[src/rtl/move_cmd_sequencer.sv]
// move_cmd_sequencer
//   Command stage ahead of the step pulse generator. Single-axis move commands
//   (axis, dir, steps) are queued in a small FIFO. They are then executed one
//   at a time by holding the selected axis step enable for
//   steps * pSTEP_PERIOD cycles. Each move is followed by pGAP all-low cycles.
//
//   Optional feature macro: MOVE_SEQ_ABORT_EN adds the synchronous abort input.
//
// Ports
//   clk, rst_n                   clock, asynchronous active-low reset
//   cmd_valid / cmd_ready        command handshake (ready = FIFO not full)
//   cmd_axis, cmd_dir, cmd_steps command fields (axis 3 = dwell)
//   x/y/z_dir, x/y/z_step        level controls to the pulse generator
//   busy                         registered: FSM active or commands queued
//   move_done                    one-cycle pulse as a command completes
//   fifo_level                   number of queued commands
//   abort                        (MOVE_SEQ_ABORT_EN only) flush and stop
//
// state  | meaning
// S_IDLE | waiting; pops FIFO head when not empty
// S_RUN  | step enable held for the selected axis (or dwell)
// S_GAP  | all step enables low for pGAP cycles
module move_cmd_sequencer #(
  parameter int pSTEP_PERIOD = 80000,
  parameter int pGAP         = 4,
  parameter int pDEPTH       = 8,
  parameter int pSTEPS_W     = 16
) (
  input  logic                      clk,
  input  logic                      rst_n,
  input  logic                      cmd_valid,
  output logic                      cmd_ready,
  input  logic [1:0]                cmd_axis,
  input  logic                      cmd_dir,
  input  logic [pSTEPS_W-1:0]       cmd_steps,
  output logic                      x_dir,
  output logic                      x_step,
  output logic                      y_dir,
  output logic                      y_step,
  output logic                      z_dir,
  output logic                      z_step,
  output logic                      busy,
  output logic                      move_done,
  output logic [$clog2(pDEPTH):0]   fifo_level
`ifdef MOVE_SEQ_ABORT_EN
  ,
  input  logic                      abort
`endif
);

  localparam int AW = $clog2(pDEPTH);
  localparam int PW = $clog2(pSTEP_PERIOD);
  localparam int GW = $clog2(pGAP + 1);
  localparam int EW = 3 + pSTEPS_W;

  localparam logic [PW-1:0]       PER_LAST = PW'(pSTEP_PERIOD - 1);
  localparam logic [GW-1:0]       GAP_LOAD = GW'(pGAP - 1);
  localparam logic [pSTEPS_W-1:0] STEP_ONE = pSTEPS_W'(1);

  typedef enum logic [1:0] {S_IDLE, S_RUN, S_GAP} state_t;

  state_t               state;
  logic [EW-1:0]        mem [pDEPTH];
  logic [AW:0]          wr_ptr, rd_ptr;
  logic                 empty, full, push, pop, abort_i;
  logic [EW-1:0]        head;
  logic [1:0]           head_axis;
  logic                 head_dir;
  logic [pSTEPS_W-1:0]  head_steps;
  logic [pSTEPS_W-1:0]  step_cnt;
  logic [PW-1:0]        per_cnt;
  logic [GW-1:0]        gap_cnt;

`ifdef MOVE_SEQ_ABORT_EN
  assign abort_i = abort;
`else
  assign abort_i = 1'b0;
`endif

  // Pointers carry one extra bit so full and empty are distinguishable.
  assign empty      = (wr_ptr == rd_ptr);
  assign full       = (wr_ptr[AW] != rd_ptr[AW]) && (wr_ptr[AW-1:0] == rd_ptr[AW-1:0]);
  assign fifo_level = wr_ptr - rd_ptr;
  assign cmd_ready  = !full;

  assign push = cmd_valid && !full && !abort_i;
  assign pop  = (state == S_IDLE) && !empty && !abort_i;

  assign head       = mem[rd_ptr[AW-1:0]];
  assign head_axis  = head[EW-1 -: 2];
  assign head_dir   = head[EW-3];
  assign head_steps = head[pSTEPS_W-1:0];

  // Combinational so the zero-step completion lands on the pop cycle itself.
  assign move_done = !abort_i &&
                     (((state == S_RUN) && (per_cnt == PER_LAST) && (step_cnt == STEP_ONE)) ||
                      (pop && (head_steps == '0)));

  always_ff @(posedge clk) begin
    if (push) mem[wr_ptr[AW-1:0]] <= {cmd_axis, cmd_dir, cmd_steps};
  end

  always_ff @(posedge clk or negedge rst_n) begin
    if (!rst_n) begin
      wr_ptr <= '0;
      rd_ptr <= '0;
    end else if (abort_i) begin
      rd_ptr <= wr_ptr;
    end else begin
      if (push) wr_ptr <= wr_ptr + 1'b1;
      if (pop)  rd_ptr <= rd_ptr + 1'b1;
    end
  end

  always_ff @(posedge clk or negedge rst_n) begin
    if (!rst_n) begin
      state    <= S_IDLE;
      step_cnt <= '0;
      per_cnt  <= '0;
      gap_cnt  <= '0;
      x_step   <= 1'b0;
      y_step   <= 1'b0;
      z_step   <= 1'b0;
      x_dir    <= 1'b0;
      y_dir    <= 1'b0;
      z_dir    <= 1'b0;
      busy     <= 1'b0;
    end else begin
      busy <= (state != S_IDLE) || !empty;
      if (abort_i) begin
        state  <= S_IDLE;
        x_step <= 1'b0;
        y_step <= 1'b0;
        z_step <= 1'b0;
      end else begin
        case (state)
          S_IDLE: begin
            if (pop && (head_steps != '0)) begin
              step_cnt <= head_steps;
              per_cnt  <= '0;
              state    <= S_RUN;
              case (head_axis)
                2'd0: begin x_step <= 1'b1; x_dir <= head_dir; end
                2'd1: begin y_step <= 1'b1; y_dir <= head_dir; end
                2'd2: begin z_step <= 1'b1; z_dir <= head_dir; end
                default: ;  // dwell: timing only
              endcase
            end
          end
          S_RUN: begin
            if (per_cnt == PER_LAST) begin
              per_cnt <= '0;
              if (step_cnt != '0) step_cnt <= step_cnt - 1'b1;
              if (step_cnt <= STEP_ONE) begin
                state   <= S_GAP;
                gap_cnt <= GAP_LOAD;
                x_step  <= 1'b0;
                y_step  <= 1'b0;
                z_step  <= 1'b0;
              end
            end else begin
              per_cnt <= per_cnt + 1'b1;
            end
          end
          S_GAP: begin
            if (gap_cnt == '0) state <= S_IDLE;
            else               gap_cnt <= gap_cnt - 1'b1;
          end
          default: state <= S_IDLE;
        endcase
      end
    end
  end

endmodule

[config.mk]
export PLATFORM = sky130hd
export DESIGN_NAME = move_cmd_sequencer
export DESIGN_NICKNAME = d
export VERILOG_FILES = /design/src/rtl/move_cmd_sequencer.sv
export SDC_FILE = /design/constraint.sdc
export NUM_CORES = 1
export LEC_CHECK = 0
export ABC_AREA = 1
export BUFFER_PORTS_ARGS = -buffer_cell sky130_fd_sc_hd__buf_4
export CORE_MARGIN = 3
export CORE_UTILIZATION = 55
export CTS_BUF_LIST = sky130_fd_sc_hd__clkbuf_2 sky130_fd_sc_hd__clkbuf_4 sky130_fd_sc_hd__clkbuf_8
export CTS_CLUSTER_SIZE = 20
export DETAILED_ROUTE_END_ITERATION = 10
export PLACE_DENSITY = 0.8
export SYNTH_ARGS = -nofsm -noshare
export SYNTH_HDL_FRONTEND = slang
export SYNTH_SLANG_ARGS = --single-unit
export TNS_END_PERCENT = 20
[constraint.sdc]
create_clock -name clk -period 9.5 [get_ports clk]
set_clock_uncertainty 0.15 [all_clocks]
set_input_delay 1.425 -clock clk [delete_from_list [all_inputs] [get_ports clk]]
set_output_delay 1.425 -clock clk [all_outputs]
set_load 0.005 [all_outputs]
==> impl_metrics.json <==
{
  "status": "finished clean",
  "synth_edf_count": 152,
  "hold_path.class": "reg -> reg",
  "worstPathArrival_ps": 3670,
  "synth_top_family_by_area": "simple AND/OR/NAND/NOR gates",
  "grt_pass1_wl_microns": 32900,
  "io_buffers": 34,
  "path_class": "reg -> out",
  "cts_repair_resize_count": 0,
  "antenna_cells": 0,
  "grtUsageTotal_pct": 22.1,
  "core_sq_um": 16800,
  "pin_count": 35,
  "postPlaceCellArea_sq_um": 9940,
  "maxSlewViolCount": 0,
  "initial_core_util_pct": 56.9,
  "dr.pass1.iters": 5,
  "viasPerCell": 5.35,
  "nets": 1086,
  "drc": 0,
  "multi_input_area_sq_um": 2990,
  "rsz0062_at_grt": "false",
  "p_leak_nw": 4.66,
  "post_cts_buffers": 0,
  "place_hpwl_microns": 12300,
  "synth.distinct_cells": 38,
  "die_w_microns": 138,
  "drive_above_1_share_pct": 11.2,
  "setup_ws_ps": 4260,
  "grt_max_degree": 81,
  "tightest_slew_ps": 1230,
  "peakVddDrop_mv": 0.177,
  "synth.cell_area_sq_um": 9570,
  "cp_data_required_time_ps": 7930,
  "min_path_cells": 2,
  "synth-xor-area-share_pct": 1.92,
  "antenna_found_initial": 0,
  "syn_inst": 1008,
  "synth_seq_cells": 205,
  "area_growth_pct": 10.9,
  "synth_ff_type": "edfxtp_1",
  "yosys-mux-area-fraction_pct": 0,
  "cts_hold_buf": 0,
  "r2r_cells": 9,
  "synth.avg_cell_area_sq_um": 9.49,
  "gp_congestion": 0.864,
  "avgRoutedWirePerCell_microns": 15.9,
  "fin_area_sq_um": 10600,
  "cts_root_buffer": "clkbuf_8",
  "fp.dieH_microns": 138,
  "critPathMaxFanout": 23,
  "synth_fp_nets": 1042,
  "max_slew_margin_pct": 18.1,
  "rows": 47,
  "synth-simple-area-share_pct": 22.0,
  "clockBufferDepth": 3,
  "worst_setup_path_start_kind": "flip-flop",
  "numCtsBuffers": 35,
  "die-area_sq_um": 19000,
  "finalSetupViolCount": 0,
  "hold_ws_ps": 334,
  "drtAntennaViolNets": 0,
  "worstSetupEndpointType": "output pin",
  "hold_viol_final": 0,
  "grt_pass1_vias": 6692,
  "maxCapViolations": 0,
  "min_period_over_period_pct": 55.2,
  "clock_latency_ps": 510,
  "max_freq_mhz": 191,
  "synth-compound-area-share_pct": 5.40,
  "period_minus_slack_ps": 5240,
  "fillCellCount": 1341,
  "power-per-cell-area_nw_per_um2": 199,
  "async_flop_share_pct": 25.9,
  "path_clk_slew_ps": 60,
  "routed_wl_microns": 20500,
  "yosys_warnings": 0,
  "h-tree-depth": 2,
  "clock_sinks": 205,
  "synth-seq-area-share_pct": 61.6,
  "finalPower_mw": 2.11,
  "drtIter0Drc": 703,
  "cts_tree": "built",
  "fin_tns_setup_ps": 0,
  "grt_overflow_total": 0,
  "seq_area_sq_um": 5890,
  "place_ws_ps": 4870,
  "vias": 6917,
  "yosys.area_share.adder_pct": 1.65
}
[layout by cell type (no fill, tap or decap), types with 2 or more instances in the layout]
cell,instances
a21oi_1,17
buf_4,43
clkbuf_4,7
clkbuf_8,37
clkinv_1,9
clkinv_2,5
dfrtp_1,52
edfxtp_1,152
ha_1,11
inv_1,120
nand2_1,349
nand2_2,5
nand2_4,3
nand3_1,71
nand3b_1,2
nand4_1,7
nor2_1,62
nor2_2,8
nor3_1,5
o21ai_0,46
o21ai_1,9
o21ai_2,4
o22ai_1,12
o31ai_1,2
xnor2_1,6
xor2_1,15
[metrics by stage]
step / util (%) / cells
after floorplan: - / 1008
after global placement: 59.1 / 1235
after detailed placement: 59.1 / 1235
after CTS: 63.1 / 1294
after global routing: 63.1 / 1294
final: 63.1 / 1294
[sequential cells by signal, summed over array words and instances (netlist names)]
signal	count
busy	1
gap_cnt	3
mem	152
per_cnt	17
rd_ptr	4
state	2
step_cnt	16
wr_ptr	4
x_dir	1
x_step	1
y_dir	1
y_step	1
z_dir	1
z_step	1
[logic make-up after synthesis]
logic type | count (synthesis)
AO/OA/AOI/OAI | 94
buffers and inverters | 160
flip-flops | 205
XOR/XNOR | 21
AND/OR/NAND/NOR | 516
adder cells (fa/ha/maj) | 12
[critical path: stages, from the launching register on]
cell     delay, ps
dfrtp_1        920
inv_1          740
ha_1           580
inv_1           70
nor3_1         290
nand2_1         90
nand2_1        150
o32ai_1        130
buf_4          160
[Yosys cell counts (3+ instances only)]
cell / number / share of area [%]
nand2_2: 5 / 0.33
xor2_1: 15 / 1.4
a21oi_1: 17 / 0.89
dfrtp_1: 53 / 14
ha_1: 11 / 1.4
o21ai_0: 46 / 2.4
o22ai_1: 12 / 0.78
o21ai_1: 9 / 0.47
nand4_1: 7 / 0.46
clkbuf_1: 7 / 0.27
buf_2: 18 / 0.94
inv_1: 120 / 4.7
xnor2_1: 6 / 0.55
nand2_4: 3 / 0.35
nor3_1: 5 / 0.26
nor2_1: 70 / 2.7
nand2_1: 349 / 14
edfxtp_1: 152 / 48
buf_6: 6 / 0.71
buf_8: 3 / 0.47
o21ai_2: 4 / 0.37
nand3_1: 71 / 3.7
[layer usage]
metal  vias up  GRT usage [%]  part of all wire [%]
li1       3362              -                     -
met1      3266           29.4                    41
met2       245           36.5                    49
met3        44           4.28                   6.7
met4         0           8.40                   2.5
met5         -              0                     0
[power breakdown]
| group | total, mW | switching [mW] | internal [mW] |
|---|---|---|---|
| clock | 0.763 | 0.347 | 0.416 |
| combinational | 0.248 | 0.168 | 0.0802 |
| sequential | 1.10 | 0.0279 | 1.07 |
| total | 2.11 | 0.543 | 1.57 |
[worst paths after layout]
kind	from	end	slack (ps)
worst min-delay path	z_step	z_step	330
min in group asynchronous	rst_n	step_cnt[10]	800
worst max register to register	rd_ptr[2]	mem[6][3]	5150
max in group asynchronous	rst_n	rd_ptr[0]	7900
worst max-delay path	rd_ptr[2]	move_done	4260
worst min register to register	z_step	z_step	330
[layout make-up]
type	count	area share, %
clock buffer	44	5.30
sequential	205	55.6
timing repair buffer	43	3.04
inverter	124	4.41
clock inverter	15	0.944
multi-input combinational	643	28.2
tap	220	2.60
No activity file was read; power rests on OpenSTA's default activity.
